==> src/rtl/ram_burst_ctrl.sv <==
// Burst read/write controller for the 8 x 16-bit RAM_8 macro: one beat per cycle,
// address wraps modulo 8, read data returned through a one-entry backpressured register.
module ram_burst_ctrl #(
    parameter int WIDTH = 16,
    parameter int AW    = 3
) (
    input  logic             CLK,
    input  logic             RST_N,
    input  logic             REQ_VALID,
    output logic             REQ_READY,
    input  logic             REQ_WR,
    input  logic [AW-1:0]    REQ_ADDR,
    input  logic [2:0]       REQ_LEN,
    input  logic             WDATA_VALID,
    output logic             WDATA_READY,
    input  logic [WIDTH-1:0] WDATA,
    output logic             RDATA_VALID,
    input  logic             RDATA_READY,
    output logic [WIDTH-1:0] RDATA,
    output logic             RDATA_LAST,
    output logic             BUSY,
    output logic [WIDTH-1:0] MEM_D,
    output logic             MEM_W,
    output logic             MEM_R,
    output logic             MEM_E,
    output logic [AW-1:0]    MEM_ADDR,
    input  logic [WIDTH-1:0] MEM_OUT
);

    localparam logic [1:0] S_IDLE = 2'd0;
    localparam logic [1:0] S_WR   = 2'd1;
    localparam logic [1:0] S_RD   = 2'd2;

    logic [1:0]       state_q,       state_d;
    logic [AW-1:0]    cur_addr_q,    cur_addr_d;
    logic [2:0]       remaining_q,   remaining_d;
    logic [WIDTH-1:0] mem_d_q,       mem_d_d;
    logic             mem_w_q,       mem_w_d;
    logic             mem_r_q,       mem_r_d;
    logic [AW-1:0]    mem_addr_q,    mem_addr_d;
    logic [WIDTH-1:0] rdata_q,       rdata_d;
    logic             rdata_valid_q, rdata_valid_d;
    logic             rdata_last_q,  rdata_last_d;

    logic req_hs;
    logic wdata_hs;
    logic capture;

    // REQ_READY is gated by RST_N so every output reads 0 while reset is held.
    assign REQ_READY   = RST_N && (state_q == S_IDLE) && !rdata_valid_q;
    assign WDATA_READY = (state_q == S_WR);
    assign req_hs      = REQ_VALID && REQ_READY;
    assign wdata_hs    = WDATA_VALID && WDATA_READY;
    assign capture     = !rdata_valid_q || RDATA_READY;

    always_comb begin
        state_d       = state_q;
        cur_addr_d    = cur_addr_q;
        remaining_d   = remaining_q;
        mem_d_d       = mem_d_q;
        mem_w_d       = 1'b0;
        mem_r_d       = mem_r_q;
        mem_addr_d    = mem_addr_q;
        rdata_d       = rdata_q;
        rdata_valid_d = rdata_valid_q;
        rdata_last_d  = rdata_last_q;

        if (rdata_valid_q && RDATA_READY) begin
            rdata_valid_d = 1'b0;
        end

        case (state_q)
            S_IDLE: begin
                mem_r_d = 1'b0;
                if (req_hs) begin
                    cur_addr_d  = REQ_ADDR;
                    remaining_d = REQ_LEN;
                    if (REQ_WR) begin
                        state_d = S_WR;
                    end else begin
                        state_d    = S_RD;
                        mem_r_d    = 1'b1;
                        mem_addr_d = REQ_ADDR;
                    end
                end
            end
            S_WR: begin
                if (wdata_hs) begin
                    mem_d_d     = WDATA;
                    mem_addr_d  = cur_addr_q;
                    mem_w_d     = 1'b1;
                    cur_addr_d  = cur_addr_q + AW'(1);
                    remaining_d = remaining_q - 3'd1;
                    if (remaining_q == 3'd0) begin
                        state_d = S_IDLE;
                    end
                end
            end
            S_RD: begin
                // The RAM read is combinational, so MEM_OUT already reflects MEM_ADDR here.
                if (capture) begin
                    rdata_d       = MEM_OUT;
                    rdata_valid_d = 1'b1;
                    rdata_last_d  = (remaining_q == 3'd0);
                    cur_addr_d    = cur_addr_q + AW'(1);
                    mem_addr_d    = cur_addr_q + AW'(1);
                    remaining_d   = remaining_q - 3'd1;
                    if (remaining_q == 3'd0) begin
                        mem_r_d = 1'b0;
                        state_d = S_IDLE;
                    end
                end
            end
            default: begin
                state_d = S_IDLE;
                mem_r_d = 1'b0;
            end
        endcase
    end

    // NOTE: state registers use non-blocking assignments only; all next-state logic lives in always_comb.
    always_ff @(posedge CLK or negedge RST_N) begin
        if (!RST_N) begin
            state_q       <= S_IDLE;
            cur_addr_q    <= '0;
            remaining_q   <= '0;
            mem_d_q       <= '0;
            mem_w_q       <= 1'b0;
            mem_r_q       <= 1'b0;
            mem_addr_q    <= '0;
            rdata_q       <= '0;
            rdata_valid_q <= 1'b0;
            rdata_last_q  <= 1'b0;
        end else begin
            state_q       <= state_d;
            cur_addr_q    <= cur_addr_d;
            remaining_q   <= remaining_d;
            mem_d_q       <= mem_d_d;
            mem_w_q       <= mem_w_d;
            mem_r_q       <= mem_r_d;
            mem_addr_q    <= mem_addr_d;
            rdata_q       <= rdata_d;
            rdata_valid_q <= rdata_valid_d;
            rdata_last_q  <= rdata_last_d;
        end
    end

    assign BUSY        = (state_q != S_IDLE);
    assign MEM_D       = mem_d_q;
    assign MEM_W       = mem_w_q;
    assign MEM_R       = mem_r_q;
    assign MEM_E       = mem_w_q | mem_r_q;
    assign MEM_ADDR    = mem_addr_q;
    assign RDATA       = rdata_q;
    assign RDATA_VALID = rdata_valid_q;
    assign RDATA_LAST  = rdata_last_q;

endmodule

==> config.mk <==
export PLATFORM = sky130hd
export DESIGN_NAME = ram_burst_ctrl
export DESIGN_NICKNAME = d
export VERILOG_FILES = /design/src/rtl/ram_burst_ctrl.sv
export SDC_FILE = /design/constraint.sdc
export NUM_CORES = 1
export LEC_CHECK = 0
export BUFFER_PORTS_ARGS = -buffer_cell sky130_fd_sc_hd__buf_2
export CORE_UTILIZATION = 45
export CTS_CLUSTER_SIZE = 8
export DETAILED_ROUTE_END_ITERATION = 12
export PLACE_DENSITY = 0.81
export SYNTH_ARGS = -nofsm -noshare
export SYNTH_HDL_FRONTEND = slang
export SYNTH_SLANG_ARGS = --single-unit
==> constraint.sdc <==
create_clock -name CLK -period 2.15 [get_ports CLK]
set_input_delay 0.3225 -clock CLK [delete_from_list [all_inputs] [get_ports CLK]]
set_output_delay 0.3225 -clock CLK [all_outputs]
set_load 0.05 [all_outputs]
==> key figures <==
Placed design
  • I/O Buffers: 86
  • Cell area after placement: about 2600 um^2
  • Routability cong.: 0.830
  • Dpl hpwl: roughly 3200 um

Route
  • Post-route ant nets: 0
  • Vias per inst: 5.02
  • DR iter-0 viols: 108
  • Routed WL: ~4200 um
  • Vias: 1502
  • DRC: 4
  • Wire length per cell: 13.9 um
  • DRT Pass-1 Iters: 8

Final layout
  • Fillers: 355
  • Design Area, Final: 2730 um^2
  • Area occupied by multi-input gates: 910 um^2
  • Share of layout cells above drive strength 1: 58.7%
  • Number of inserted diodes: 0
  • Seq. cell area: ~1200 um^2
  • Layout area overhead: 27.5%
  • Nets: 297

Timing
  • Worst Tran Pin Value: 0.410 ns
  • Final setup fails: 0
  • Final period util: 92.9%
  • Max Fclk: 500 MHz
  • Clock Skew: 0.00481 ns
  • Slew margin rel.: between 70% and 80%
  • Fin crit period: 2.00 ns
  • RSZ-0062 raised after global routing: false
  • Hold Vio Cnt, Final: 0
  • Final TNS setup: 0 ns
  • Count of pins over their slew limit: 0

GRT
  • Vias in the first global route: ~1600
  • Global route total overflow: 0
  • Number of antenna violations at the first check in global routing: 0
  • First-pass GRT wire length: 6960 um
  • Largest net degree at the start of global routing: 33
  • Overall Global Routing Usage: 17.6%

Synthesis
  • Multiplexer share of the synthesized area: 24.7%
  • EDFF count, synth: 0
  • Commonest cells in the netlist: dfrtp_1 (47), mux2_2 (35), inv_1 (10), mux2i_1 (9)
  • Synthesized cell area: 2140 um^2
  • Synth Instances: around 150
  • Largest family of logic cells by synthesized area: multiplexers
  • Syn Nets: 204
  • Synth Area in XOR/XNOR: 0%
  • Most common cell in the synthesized netlist: dfrtp_1
  • Synth Area in Adders: 4.09%
  • Cell taking the most area after synthesis: dfrtp_1
  • Count of cell types in the netlist: 31
  • Post-synth top area share: 54.9%
  • Async SR Flop Fraction: between 90% and 100%
  • Ranking of synthesized cells by area: dfrtp_1 (55%), mux2_2 (18%), mux2i_1 (4.2%), ha_1 (4.1%), mux2_4 (2.1%)
  • Syn avg cell area: roughly 14 um^2
  • Simple-gate area share of the yosys netlist: 7.71%
  • Seq cells post-synth: 47
  • Sequential share of the synthesized area: 54.9%
  • Synth Area in Compound Gates: 5.72%
  • Top FF cell, synth: dfrtp_1
  • Yosys warnings: 0

Worst setup path
  • R2r endpoint: MEM_ADDR[0]
  • Slowest CP cell: dfrtp_1
  • Critical-path cell list: inv_1 -> ha_1 -> inv_1 -> nor3b_2 -> buf_2
  • Buffers and inverters on the worst path: 3
  • Crit path from: state_q[1]
  • Max incr delay on CP: 0.41 ns
  • Crit end category: output port
  • WP depth: 5
  • CP Max Fanout: 5
  • Reg2Reg Depth: 6
  • FF-to-FF setup slack: 0.43 ns
  • Data required time of the worst path: 1.83 ns
  • Setup crit start kind: flop
  • Worst path most repeated cell: inv_1
  • FF-to-FF Start: state_q[0]
  • Critical Path AT: 1.68 ns
  • Worst setup endpoint: REQ_READY
  • Cell family with most CP delay: buffers and inverters
  • Path type of the worst setup path: reg2out

Run
  • Max Cap Violations: 0

Clocking
  • # hold bufs at CTS: 0
  • Clock-pin slew on the worst setup and hold paths: 0.09 ns
  • Postcts setup bufs: 0
  • CTS tree: yes
  • CTS Buffer Depth: 2
  • CTS buffer count: 5
  • Clock sink total: 47
  • Clock Latency Late Sink: a little under 0.3 ns
  • Clk root buf: clkbuf_8
  • H-Tree Level Count: 2
  • Post-CTS Resized: 0

Die
  • FP Rows: 24
  • Initial Util: 47.9%
  • Core area: between 4000 and 5000 um^2
  • Die Y: 71.0 um
  • Total die area: 5040 um^2
  • Width of the die: 71.0 um
  • Io pins: 87

Status
  • Outcome: finished, violations left
  • Failing checks: design-rule violations

Hold path
  • Hold Path Class: in2async
-- placed cells by master, fill, tap and decap left out, drive strengths merged, types with 2 or more instances in the layout --
cell    Yosys  final
dfrtp      47     47
mux2       38     38
nor3b       2      2
nand3b      3      3
nand2b      2      2
mux2i       9      9
clkbuf      0      6
nor2b       2      2
o21ai       2      2
ha          7      7
nand2       5      5
a31oi       3      3
nor2        3      3
buf         3     89
a21oi       8      8
inv        11     11
-- logic make-up (layout without fill, tap and decap cells) --
family	count (synthesis)	after routing
muxes	47	47
DFF	47	47
and+or+nand+nor	22	22
AOI/OAI and AO/OA	16	16
buffers and inverters	14	108
adders and majority gates	7	7
-- routing by layer --
metal | up-vias | GRT usage [%] | routed length (um)
met1 | 714 | 21.9 | 1810
met3 | 2 | 5.84 | 313
met2 | 63 | 30.0 | 2010
met5 | - | 0 | 0
met4 | 0 | 4.00 | 24
li1 | 723 | - | -
-- state kept, by name, indices dropped and copies added, names as in the netlist --
register     flops
MEM_R            1
RDATA_VALID      1
state_q          2
cur_addr_q       3
RDATA           16
MEM_ADDR         3
RDATA_LAST       1
MEM_W            1
MEM_D           16
remaining_q      3
-- through the flow --
step,utilization (%),setup slack [ns],std cells,hold slack (ns)
after floorplan,-,0.110,153,0.0269
final,61.0,0.152,299,0.0411
after CTS,61.0,0.124,299,0.0393
after global routing,61.0,0.0620,299,0.0579
after detailed placement,59.1,0.430,291,0.356
after global placement,59.1,0.494,291,0.357
-- worst min-delay path by stage --
stage / start / to / slack [ns] / cells past startpoint
2_1_floorplan: RST_N / MEM_ADDR[0] / 0.03 / 0
3_3_place_gp: RST_N / RDATA_VALID / 0.36 / 2
3_5_place_dp: RST_N / RDATA_VALID / 0.36 / 2
4_1_cts: RST_N / RDATA[2] / 0.04 / 2
5_1_grt: RST_N / remaining_q[2] / 0.06 / 2
6_report: RST_N / RDATA[12] / 0.04 / 2
-- cell type report --
cell class                 instances  share of cell area (%)
multi-input combinational         92                    33.3
timing repair buffer              89                    16.6
tap                               52                    2.38
clock buffer                       6                    2.66
sequential                        47                    43.1
clock inverter                     2                   0.458
inverter                          11                    1.51
Power is not shown: default switching activity piles up to over one toggle a cycle in this logic, so the estimate is an artifact.
